$ cat config.mk
export PLATFORM = sky130hd
export DESIGN_NAME = sm_block_accumulator
export DESIGN_NICKNAME = d
export VERILOG_FILES = /design/src/rtl/sm_block_accumulator.sv
export SDC_FILE = /design/constraint.sdc
export NUM_CORES = 1
export LEC_CHECK = 0
export ABC_AREA = 1
export BUFFER_PORTS_ARGS = -buffer_cell sky130_fd_sc_hd__buf_2
export CORE_AREA = 2 2 53 79
export DETAILED_ROUTE_END_ITERATION = 8
export DIE_AREA = 0 0 55 81
export PLACE_DENSITY_LB_ADDON = 0.15
export SYNTH_ARGS = -nofsm -noshare
export SYNTH_HDL_FRONTEND = slang
export SYNTH_SLANG_ARGS = --single-unit
$ cat constraint.sdc
create_clock -name clk -period 5 [get_ports clk]
set_clock_uncertainty 0.15 [all_clocks]
set_input_delay 0.25 -clock clk [delete_from_list [all_inputs] [get_ports clk]]
set_output_delay 0.25 -clock clk [all_outputs]
set_load 0.03 [all_outputs]
$ cat src/rtl/sm_block_accumulator.sv
// Sums BLOCK_LEN sign-magnitude samples into a saturating ACC_W-bit sign-magnitude total with sticky overflow; SM_BLOCK_ACC_TWOS_OUT_EN selects a two's complement out_data.
// Latency: the block result is valid one cycle after the final accepted sample.
// Backpressure: in_ready is low while a result is held; the result stays held until out_ready; clear aborts everything.
module sm_block_accumulator #(
   parameter int N         = 4,
   parameter int ACC_W     = 8,
   parameter int BLOCK_LEN = 4
) (
   input  logic             clk,
   input  logic             rst_n,
   input  logic             clear,
   input  logic             in_valid,
   output logic             in_ready,
   input  logic [N-1:0]     in_data,
   output logic             out_valid,
   input  logic             out_ready,
   output logic [ACC_W-1:0] out_data,
   output logic             out_ovf
);

   localparam int MAG_W = ACC_W - 1;
   localparam int CNT_W = (BLOCK_LEN > 1) ? $clog2(BLOCK_LEN) : 1;
   localparam logic [CNT_W-1:0] CNT_LAST = CNT_W'(BLOCK_LEN - 1);
   localparam logic [MAG_W-1:0] MAG_MAX  = '1;

   localparam logic [0:0] ST_ACCUM = 1'b0;
   localparam logic [0:0] ST_HOLD  = 1'b1;

   logic [0:0]       state_q, state_d;
   logic             acc_sgn_q, acc_sgn_d;
   logic [MAG_W-1:0] acc_mag_q, acc_mag_d;
   logic [CNT_W-1:0] cnt_q, cnt_d;
   logic             ovf_q, ovf_d;
   logic [ACC_W-1:0] out_data_q, out_data_d;
   logic             out_ovf_q, out_ovf_d;

   logic             in_sgn;
   logic [MAG_W-1:0] in_mag;
   logic [MAG_W:0]   mag_sum;
   logic             add_sgn;
   logic [MAG_W-1:0] add_mag;
   logic             add_sat;
   logic [ACC_W-1:0] res_enc;
   logic [ACC_W-1:0] res_ext;
   logic             accept;

   assign in_ready  = (state_q == ST_ACCUM);
   assign out_valid = (state_q == ST_HOLD);
   assign out_data  = out_data_q;
   assign out_ovf   = out_ovf_q;
   assign accept    = in_valid & in_ready;

   // Sign-magnitude add of the running total and the incoming sample; -0 in is folded to +0.
   always_comb begin
      in_mag  = MAG_W'(in_data[N-2:0]);
      in_sgn  = in_data[N-1] & (|in_data[N-2:0]);
      mag_sum = {1'b0, acc_mag_q} + {1'b0, in_mag};
      add_sgn = acc_sgn_q;
      add_mag = acc_mag_q;
      add_sat = 1'b0;
      if (acc_sgn_q == in_sgn) begin
         if (mag_sum[MAG_W]) begin
            add_mag = MAG_MAX;
            add_sat = 1'b1;
         end else begin
            add_mag = mag_sum[MAG_W-1:0];
         end
      end else if (acc_mag_q >= in_mag) begin
         add_mag = acc_mag_q - in_mag;
      end else begin
         add_mag = in_mag - acc_mag_q;
         add_sgn = in_sgn;
      end
      if (add_mag == '0) begin
         add_sgn = 1'b0;
      end
   end

   always_comb begin
      res_ext = {1'b0, add_mag};
`ifdef SM_BLOCK_ACC_TWOS_OUT_EN
      res_enc = add_sgn ? (~res_ext + ACC_W'(1)) : res_ext;
`else
      res_enc = {add_sgn, add_mag};
`endif
   end

   always_comb begin
      state_d    = state_q;
      acc_sgn_d  = acc_sgn_q;
      acc_mag_d  = acc_mag_q;
      cnt_d      = cnt_q;
      ovf_d      = ovf_q;
      out_data_d = out_data_q;
      out_ovf_d  = out_ovf_q;
      if (clear) begin
         state_d    = ST_ACCUM;
         acc_sgn_d  = 1'b0;
         acc_mag_d  = '0;
         cnt_d      = '0;
         ovf_d      = 1'b0;
         out_data_d = '0;
         out_ovf_d  = 1'b0;
      end else begin
         case (state_q)
            ST_ACCUM: begin
               if (accept) begin
                  acc_sgn_d = add_sgn;
                  acc_mag_d = add_mag;
                  ovf_d     = ovf_q | add_sat;
                  if (cnt_q == CNT_LAST) begin
                     state_d    = ST_HOLD;
                     cnt_d      = '0;
                     out_data_d = res_enc;
                     out_ovf_d  = ovf_q | add_sat;
                  end else begin
                     cnt_d = cnt_q + CNT_W'(1);
                  end
               end
            end
            default: begin
               if (out_ready) begin
                  state_d    = ST_ACCUM;
                  acc_sgn_d  = 1'b0;
                  acc_mag_d  = '0;
                  cnt_d      = '0;
                  ovf_d      = 1'b0;
                  out_data_d = '0;
                  out_ovf_d  = 1'b0;
               end
            end
         endcase
      end
   end

   always_ff @(posedge clk or negedge rst_n) begin
      if (!rst_n) begin
         state_q    <= ST_ACCUM;
         acc_sgn_q  <= 1'b0;
         acc_mag_q  <= '0;
         cnt_q      <= '0;
         ovf_q      <= 1'b0;
         out_data_q <= '0;
         out_ovf_q  <= 1'b0;
      end else begin
         state_q    <= state_d;
         acc_sgn_q  <= acc_sgn_d;
         acc_mag_q  <= acc_mag_d;
         cnt_q      <= cnt_d;
         ovf_q      <= ovf_d;
         out_data_q <= out_data_d;
         out_ovf_q  <= out_ovf_d;
      end
   end

endmodule

Word-level counts from Yosys, hierarchy flattened:

Cells that the tools add are included.

* reductions and logical operators: 6
* $lt $le $gt $ge: 1
* shift-type cells: 0
* add/subtract/negate cells: 4
* equal/unequal tests: 3
* bitwise gates (word level): 4
* div/mod/pow operators: 0
* mux-type cells: 38
* multiply operators: 0

Operator list (number)
* 7-bit two-way mux: 7
* 8-bit two-way mux: 5
* 1-bit two-way mux: 21
* 2-bit two-way mux: 5
* 7-bit by 3-bit adder with 8-bit output: 1
* 7-bit by 3-bit >= comparator with 1-bit output: 1
* 7-bit logical NOT: 1
* 3-bit by 7-bit subtractor with 7-bit output: 1
* 7-bit by 3-bit subtractor with 7-bit output: 1
* 3-bit nonzero test: 2
* 3-bit inequality test (second input constant): 1
* 3-bit AND reduction: 1
* 3-bit OR reduction: 1
* 2-bit by 1-bit adder with 2-bit output (second input constant): 1
* 1-bit bitwise AND: 2
* 2-bit equality test (second input constant): 1
* 2-bit AND reduction: 1
* 1-bit equality test: 1
* 1-bit inverter: 1
* 1-bit bitwise OR: 1

* bits in registers: 21
* memory bits (writable): 0
* memories: 0
* input port bits: 9
* bits in latches: 0
* word-level logic and storage cells: 63
* memory bits (read-only): 0

Logic depth before layout (Yosys ltp):

* depth after elaboration: 10
* depth in mapped cells: 18
* depth with buffers taken out: 18

Least setup slack after synthesis:

OpenSTA, ideal clock, no wires.

* kind: reg-to-reg
* from: reg acc_mag_q[0]
* to: reg acc_sgn_q
* stages on the path, launching flop included: 17
* path buffers: 0
* clock period less this slack: 2070 ps
* data arrival time: 1854 ps
* required time: 4784 ps
* setup slack: 2930 ps
* library setup time: 66 ps
* cell sequence: dfrtp_1 inv_1 ha_1 inv_1 fa_1 nand2_1 nand2_1 nor2_1 xor2_1 nand2_1 nand2_1 nand2_1 nand2_1 nor2_2 nand2_1 nand3_1 nand2_1

* cells in the longest elaborated chain, start to end: 8
* elaborated cells between the ends (all ways): 14

RTL lines
* from (decl): line 31 `logic [MAG_W-1:0] acc_mag_q, acc_mag_d;`
* from (signal assigned): line 148 `acc_mag_q <= acc_mag_d;`
* 3-bit by 7-bit subtractor with 7-bit output (tied with other cells): line 71 `add_mag = in_mag - acc_mag_q;`
* 7-bit two-way mux (on tied branches): line 68, 62
* 7-bit two-way mux: line 61 `if (acc_sgn_q == in_sgn) begin`
* 7-bit logical NOT: line 74 `if (add_mag == '0) begin`
* 1-bit two-way mux *: line 74
* 1-bit two-way mux *: line 107 `if (accept) begin`
* 1-bit two-way mux *: line 105 `case (state_q)`
* 1-bit two-way mux *: line 96 `if (clear) begin`
* to (signal assigned): line 147 `acc_sgn_q <= acc_sgn_d;`
* to (decl): line 30 `logic acc_sgn_q, acc_sgn_d;`

Mark *: on every way between the ends. The rest lies on a longest branch, timed or not. The select of a mux whose other input is x is not followed.
A chain may end at the register's enable or synchronous reset.

Worst setup path in the final report:

* from: reg acc_mag_q[0]
* to: reg out_data_q[6], in the netlist out_data[6]

* cells in the longest elaborated chain, start to end: 7
* elaborated cells between the ends (all ways): 11

RTL lines
* 3-bit by 7-bit subtractor with 7-bit output (tied with other cells): line 71
* 7-bit two-way mux (on tied branches): line 68, 62
* 7-bit two-way mux *: line 61
* 8-bit two-way mux *: line 111 `if (cnt_q == CNT_LAST) begin`
* 8-bit two-way mux *: line 107
* 8-bit two-way mux *: line 105
* 8-bit two-way mux *: line 96
* to (signal assigned): line 151 `out_data_q <= out_data_d;`
* to (decl): line 34 `logic [ACC_W-1:0] out_data_q, out_data_d;`

Marked as above.

==> out/qor.yml <==
dp_slack_ns: 2.58
synth_cell_type_count: 23
fin_crit_sh: 0.481
place_congestion: 0.842
antenna_found_initial: 0
power_density_nw_per_um2: 476
viasPerCell: 4.92
grt_pass1_vias: 1466
antenna_cells_inserted: 0
count_of_boundary_i_o_pins: 20
synth_area_per_cell_um2: 7.06
global_route.usage.met2: 0.375
cp-start-kind: "flip-flop"
p_int_mw: 0.431
post_cts_resized: 0
arrival_ns: 2.43
grt_resource_usage_total: 0.203
cts.repair_timing.setup_buffer_count: 0
clockBufferDepth: 2
max_freq_ghz: 0.416
p_sw_mw: 0.429
core_region_area_um2: 3850
synth.ff_latch_count: 21
synthesis.yosys.warnings: 0
die_y_um: 81
seq_power_share: 0.275
comb_power_share: 0.596
globalRouteMet1Util: 0.234
final_layout_size_suffix_gt1_frac: 0.155
synth_top_area_cells: "sky130_fd_sc_hd__dfrtp_1, sky130_fd_sc_hd__nand2_1, sky130_fd_sc_hd__ha_1"
clock_latency_late_sink_ns: 0.26
count_of_h_tree_levels_built_during_cts: 1
yosysTopAreaCell: "sky130_fd_sc_hd__dfrtp_1"
globalRouteOverflowTotal: 0
clock_sink_count: 21
timing.slew.headroom: 0.645
hp-class: "input pin to flip-flop"
buffer_ports.inserted: 19
effective_utilization_at_floorplan: 0.421
setup-tns-final_ns: 0
cts_inserted_buffers: 3
finalWirelength_um: 3830
cp-end-kind: "flip-flop"
finalHoldViolations: 0
finalSetupViolCount: 0
drtAntennaViolNets: 0
route.vias.total: 1461
die_span_x_um: 55
globalRouteMet3Util: 0.0147
dpl.hpwl_um: 3160
worst_setup_hold_path_clk_slew_ns: 0.07
grt_first_pass_wirelength_um: 6540
most-common-layout-cells: "sky130_fd_sc_hd__nand2_1, sky130_fd_sc_hd__inv_1, sky130_fd_sc_hd__nand3_1"
drt-wirelength-per-cell_um: 12.9
cap_violations: 0
initial_drc_count: 38
post_synthesis_cell_area_um2: 1620
maxSlewViolCount: 0
layout_stage_area_growth_over_the_synthesis_result_pct: 11.3
drc_errors: 0
clockPowerShare: 0.128
gr-max-usage-layer: "met2"
syn-instance-count: 230
detailedRoute.firstPassIterationCount: 4
mappedNetlistNets: 253
timing.final.ws_setup_ns: 2.60
mostFrequentLayoutCell: "sky130_fd_sc_hd__nand2_1"
crit_type: "flip-flop to flip-flop"
post_cts_hold_buffer_count: 1
cp_max_fo: 3
cellLeakagePower_nw: 1.01
synth_top_area_frac: 0.324
status: "finished, final reports clean"
root_buffer: "sky130_fd_sc_hd__clkbuf_8"
worst_ir_drop_vdd_mv: 0.259
worstMarginPinSlew_ns: 0.530
cts_tree: "yes"
register_area_share_after_synthesis: 0.324
fin_crit_ns: 2.40
rows: 28
grt_setup_unrepaired: "no"
layout.nets: 276
swShare: 0.499
dieArea_um2: 4460
grt_start_max_net_pins: 22
crit_required_ns: 5.03
cell families (layout without fill, tap and decap cells):
family	count (synthesis)	after routing	synth area share
simple gates	128	128	0.353
buf+inv	38	60	0.0971
compound gates	26	26	0.0886
flops	21	21	0.324
fa+ha+maj	14	14	0.122
xor+xnor	3	3	0.0162
path summary, 6_finish.rpt:
check,from,end,slack [ns],cells after the start
max in group asynchronous,rst_n,acc_mag_q[1],4.06,2
max reg2reg,acc_mag_q[0],out_data[6],2.60,14
max,acc_mag_q[0],out_data[6],2.60,14
min,out_ready,out_valid,0.11,4
min reg2reg,out_data[5],out_data[5],0.34,2
min in group asynchronous,rst_n,acc_mag_q[5],0.32,2
power by group through the flow:
stage	logic (mW)	clock network, mW	registers [mW]
3_3_place_gp	0.515	0	0.241
2_1_floorplan	0.401	0	0.242
4_1_cts	0.516	0.111	0.237
6_report	0.513	0.110	0.237
5_1_grt	0.590	0.119	0.243
3_5_place_dp	0.512	0	0.240
cells in the mapped netlist, drive strengths merged:
cell type	n
nand2	80
o21ai	17
clkinv	1
inv	35
a22o	1
fa	3
o22ai	2
a32o	1
nand4	4
ha	11
nor2	20
nor3	1
a211oi	1
buf	2
nand3	23
a21oi	4
xor2	3
dfrtp	21
state kept, by name (all words and copies together), names as in the netlist:
register   flops
ovf_q          1
out_valid      1
acc_sgn_q      1
out_ovf        1
out_data       8
acc_mag_q      7
cnt_q          2
metal layers:
metal  vias to the layer above  share of wire
li1                        768              -
met1                       660           0.41
met2                        27           0.55
met3                         6          0.024
met4                         0          0.017
met5                         -              0
stage by stage:
stage	instances	power [mW]	hold slack [ns]	util	area, µm²
floorplan	230	0.643	-0.196	-	1620
global placement	292	0.756	0.0788	0.455	1750
detailed placement	292	0.752	0.0927	0.455	1750
CTS	297	0.864	0.105	0.469	1810
global route	297	0.952	0.126	0.469	1810
finish	297	0.860	0.106	0.469	1810
critical path: stages (launching register included):
cell	delay (ns)
sky130_fd_sc_hd__dfrtp_1	0.40
sky130_fd_sc_hd__inv_1	0.12
sky130_fd_sc_hd__ha_1	0.16
sky130_fd_sc_hd__inv_1	0.05
sky130_fd_sc_hd__fa_1	0.40
sky130_fd_sc_hd__nand2_1	0.13
sky130_fd_sc_hd__nand2_1	0.08
sky130_fd_sc_hd__nor2_1	0.11
sky130_fd_sc_hd__xor2_1	0.20
sky130_fd_sc_hd__nand2_1	0.07
sky130_fd_sc_hd__nand2_1	0.06
sky130_fd_sc_hd__nand2_1	0.04
sky130_fd_sc_hd__nand2_1	0.10
sky130_fd_sc_hd__nand2_1	0.08
sky130_fd_sc_hd__o21ai_0	0.17
area by class of cell:
type / count / area (µm²)
clock buffers: 4 / 45.0
fillers: 403 / 2050
inverters: 36 / 135
multi-input cells: 171 / 941
flip-flops and latches: 21 / 526
well taps: 45 / 56.3
repair buffers: 20 / 105
Note: power is estimated with default switching activity, not from simulation.
